===== src/rtl/posit_construction.sv =====
// posit_construction: two-stage posit encoder with round-to-nearest-even and valid/ready flow control
module posit_construction #(
  parameter int N  = 8,
  parameter int ES = 3,
  parameter int RS = $clog2(N)
) (
  input  logic                clk,
  input  logic                rst,
  input  logic                in_valid,
  output logic                in_ready,
  input  logic                Sign,
  input  logic signed [RS+2:0] k,
  input  logic [ES-1:0]       Exponent,
  input  logic [N-1:0]        Mantissa,
  input  logic                inf,
  input  logic                zero,
  output logic                out_valid,
  input  logic                out_ready,
  output logic [N-1:0]        Out
);
  localparam int W = 2*N+ES;
  localparam logic [N-2:0] MAXPOS = '1;
  localparam logic [N-2:0] MINPOS = (N-1)'(1);
  localparam logic signed [RS+2:0] KMAX = (RS+3)'(N-2);
  localparam logic signed [RS+2:0] KMIN = -KMAX;
  logic advance;
  logic [RS+2:0] sh;
  logic [W-1:0] pat, vec;
  logic [N-2:0] kept, rnd, mag_d, mag_q;
  logic guard, sticky;
  logic [N-1:0] sum, out_d, out_q;
  logic v1_q, sign_q, inf_q, zero_q, out_valid_q;
  logic unused_hidden;
  assign unused_hidden = Mantissa[N-1];
  assign advance = ~out_valid_q | out_ready;
  assign in_ready = advance;
  assign out_valid = out_valid_q;
  assign Out = out_q;
  // stage 1: the regime comes from sign-filling a 10/01 seed, then round to nearest even and saturate
  always_comb begin
    sh = k[RS+2] ? ~k : k;
    pat = {~k[RS+2], k[RS+2], Exponent, Mantissa[N-2:0], {(N-1){1'b0}}};
    vec = $signed(pat) >>> sh;
    kept = vec[W-1 -: N-1];
    guard = vec[W-N];
    sticky = |vec[W-N-1:0];
    sum = {1'b0, kept} + N'(guard & (sticky | kept[0]));
    rnd = sum[N-1] ? MAXPOS : (sum[N-2:0] == '0 ? MINPOS : sum[N-2:0]);
    mag_d = k > KMAX ? MAXPOS : (k < KMIN ? MINPOS : rnd);
  end
  // stage 2: apply specials (NaR wins over zero) and the sign as a two's complement
  always_comb begin
    out_d = inf_q ? {1'b1, {(N-1){1'b0}}} : (zero_q ? '0 : (sign_q ? -{1'b0, mag_q} : {1'b0, mag_q}));
  end
  // both stages advance together whenever the output slot is empty or being drained
  always_ff @(posedge clk) begin
    if (rst) begin
      v1_q <= 1'b0;
      out_valid_q <= 1'b0;
      out_q <= '0;
      mag_q <= '0;
      sign_q <= 1'b0;
      inf_q <= 1'b0;
      zero_q <= 1'b0;
    end else if (advance) begin
      v1_q <= in_valid;
      out_valid_q <= v1_q;
      if (in_valid) {sign_q, inf_q, zero_q, mag_q} <= {Sign, inf, zero, mag_d};
      if (v1_q) out_q <= out_d;
    end
  end
endmodule


===== config.mk =====
export PLATFORM = sky130hd
export DESIGN_NAME = posit_construction
export DESIGN_NICKNAME = d
export VERILOG_FILES = /design/src/rtl/posit_construction.sv
export SDC_FILE = /design/constraint.sdc
export NUM_CORES = 1
export LEC_CHECK = 0
export BUFFER_PORTS_ARGS = -buffer_cell sky130_fd_sc_hd__buf_4
export CORE_ASPECT_RATIO = 0.8
export CORE_MARGIN = 3
export CORE_UTILIZATION = 50
export DETAILED_ROUTE_END_ITERATION = 8
export HOLD_SLACK_MARGIN = 0.02
export PLACE_DENSITY = 0.81
export SETUP_SLACK_MARGIN = 0.15
export SLEW_MARGIN = 20
export SYNTH_ARGS = -nofsm -noshare
export SYNTH_HDL_FRONTEND = slang
export SYNTH_SLANG_ARGS = --single-unit

===== constraint.sdc =====
create_clock -name clk -period 6.7 [get_ports clk]
set_clock_uncertainty 0.05 [all_clocks]
set_input_delay 0.67 -clock clk [delete_from_list [all_inputs] [get_ports clk]]
set_output_delay 0.67 -clock clk [all_outputs]
set_load 0.1 [all_outputs]

==> results.json <==
{
  "max_stage_delay_ps": 530,
  "layout_commonest_cell": "nor2_1",
  "hp-start": "zero_q$_SDFFE_PP0P_",
  "p_total_uw": 440,
  "globalRoute.totalOverflow": 0,
  "hold_violations": 0,
  "slew_headroom_pct": 35.8,
  "htreeDepth": 1,
  "ys_async_sr_fraction_pct": 0,
  "insertion_delay_ps": 260,
  "port_buffers": 32,
  "synth_seq_cells": 20,
  "hold_path_class": "register to register",
  "drive_above_1_share_pct": 16.8,
  "cellPowerDensity_nw_per_um2": 148,
  "via_per_inst": 6.82,
  "cp_num_buf_inv": 1,
  "final_cell_count_no_fill": 442,
  "crit_slowest_cell": "nor2b_1",
  "synth_area_sq_um": 2750,
  "grt_pass1_wl_um": 13100,
  "final_nets": 410,
  "startpoint_type": "input pin",
  "die_x_um": 89.0,
  "core_region_area_sq_um": 5150,
  "synth_top_cell_by_area": "dfxtp_1",
  "dpl.cell_count": 439,
  "setup_tns_ps": 0,
  "synth.distinct_cells": 73,
  "rsz0062_at_grt": "no",
  "hold_depth": 2,
  "synth_top_area_share_pct": 14.5,
  "reg2reg_slack_ps": 4560,
  "whs_ps": 436,
  "clkSinkCount": 20,
  "start_util_pct": 53.5,
  "die-area_sq_um": 6440,
  "cts_buffers": 3,
  "crit_fanout": 42,
  "synthTopCellsByArea": "dfxtp_1, mux4_2, nor2_1, nand2_1, a21oi_1",
  "irDropWorstVdd_mv": 0.0610,
  "whs_endpoint": "zero_q$_SDFFE_PP0P_",
  "fin_ws_ps": 2300,
  "gp_congestion": 0.947,
  "yosysSeqAreaShare_pct": 14.5,
  "r2r_end": "mag_q[5]$_SDFFE_PP0P_",
  "slew_violations": 0,
  "drt_iter0_drc": 331,
  "cts_tree": "done",
  "cpMostUsedCell": "o21ai_0",
  "grt_max_degree": 50,
  "multi_input_area_sq_um": 2160,
  "timing.fmax_mhz": 227,
  "antenna_found_initial": 0,
  "setup_violations": 0,
  "drc_errors": 0,
  "path_cells": "buf_4, nor2b_1, o21ai_0, a211o_1, a21oi_1, or2_2, o21ai_0, nand2_1, o21ai_0, ha_1, or3_1, a2111oi_2, or3b_1, nand4_1",
  "dpl_worst_slack_ps": 2130,
  "n_antenna_cell": 0,
  "rr_startpoint": "out_valid$_SDFFE_PP0N_",
  "wl_um": 7850,
  "register_area_sq_um": 400,
  "ant_nets": 0,
  "wl_per_cell_um": 17.7,
  "grt_pass1_vias": 2703,
  "cts-root-buf": "clkbuf_8",
  "placed_cell_area_sq_um": 2920,
  "leakage_nw": 1.13,
  "critical_path.endpoint_type": "register",
  "cp_top_family": "simple AND/OR/NAND/NOR gates",
  "period_needed_ps": 4400,
  "drv_cap": 0,
  "dr.pass1.iters": 5,
  "status": "finished clean",
  "fin_area_sq_um": 2960,
  "ys.warnings.count": 0,
  "synth_edf_count": 0,
  "synth.avg_cell_area_sq_um": 7.34,
  "required_ps": 6850,
  "mostFrequentLayoutCells": "nor2_1, nand2_1, buf_4",
  "synth_nets": 403,
  "grt_usage_pct": 24.8,
  "critical_path_class": "input pin to register",
  "crit_arrival_ps": 4550,
  "cts_setup_buffers": 0,
  "finalCritPeriodShare_pct": 65.7,
  "cts.clk_slew.worst_paths_ps": 70,
  "ys.flop_type": "dfxtp_1",
  "vias": 3013,
  "dpl.hpwl_um": 5700,
  "core.rowCount": 23,
  "fill_cells": 464,
  "worst_pin_slew_ps": 956,
  "synthCells": 375,
  "cts-hold-fix-buffers": 0,
  "finish.utilization_pct": 57.5,
  "io-pin-count": 34,
  "cts-resized-gates": 0,
  "r2r_cells": 6,
  "crit_path_start": "k[0]",
  "dieHeight_um": 72.4,
  "synthToLayoutAreaGrowth_pct": 7.59,
  "max-clock-path-buffers": 2
}
## logic make-up after synthesis
group | count (synthesis) | synth area share (%)
adders and majority gates | 4 | 1.82
muxes | 27 | 15.5
xor gates and xnor gates | 11 | 3.77
AOI/OAI and AO/OA | 113 | 28.8
buffers and inverters | 41 | 6.95
and+or+nand+nor | 159 | 28.6
DFF | 20 | 14.5
## state kept, by name (all words and copies together), names as in the netlist
register / count
out_valid: 1
v1_q: 1
Out: 8
zero_q: 1
mag_q: 7
inf_q: 1
sign_q: 1
## worst register-to-register path, delay by kind of cell (launching register included)
family	cells	cell delay (ps)
AO/OA/AOI/OAI	4	1210
flip-flops	1	310
AND/OR/NAND/NOR	2	420
## worst max path at each step
stage / cells past startpoint / slack [ps] / endpoint
2_1_floorplan: 14 / 2990 / mag_q[0]$_SDFFE_PP0P_
3_3_place_gp: 12 / 2300 / mag_q[0]$_SDFFE_PP0P_
3_5_place_dp: 14 / 2130 / mag_q[0]$_SDFFE_PP0P_
6_report: 14 / 2300 / mag_q[0]$_SDFFE_PP0P_
5_1_grt: 14 / 2130 / mag_q[0]$_SDFFE_PP0P_
4_1_cts: 14 / 2370 / mag_q[0]$_SDFFE_PP0P_
## layer usage
metal | up-vias | track usage [%] | share of wire [%]
met1 | 1408 | 39.6 | 46
met4 | 0 | 3.31 | 0.48
li1 | 1410 | - | -
met5 | - | 0 | 0
met2 | 184 | 34.6 | 43
met3 | 11 | 5.45 | 11
## final cells by class
| type | instances | share of cell area (%) |
|---|---|---|
| flip-flops and latches | 20 | 13.5 |
| clock buffers | 3 | 1.39 |
| repair buffers | 32 | 8.11 |
| multi-input cells | 314 | 73.0 |
| inverters | 11 | 1.39 |
| well taps | 62 | 2.62 |
## cell usage after synthesis (5+ instances only)
library cell	count
nand3_1	7
nor2b_1	8
mux2i_1	12
o31ai_1	5
clkbuf_1	12
dfxtp_1	20
inv_1	8
o22ai_1	7
mux4_2	11
nand2b_1	13
nand2_1	39
xnor2_1	7
a21oi_1	24
o21ai_0	19
buf_2	9
nor2_1	45
nor3_1	18
buf_4	5
a22oi_1	11
## power by group
| group | internal (mW) | switching (mW) |
|---|---|---|
| registers | 0.127 | 0.00824 |
| clock network | 0.0401 | 0.0382 |
| logic | 0.0861 | 0.139 |
Power figures use the tool's default switching activity.
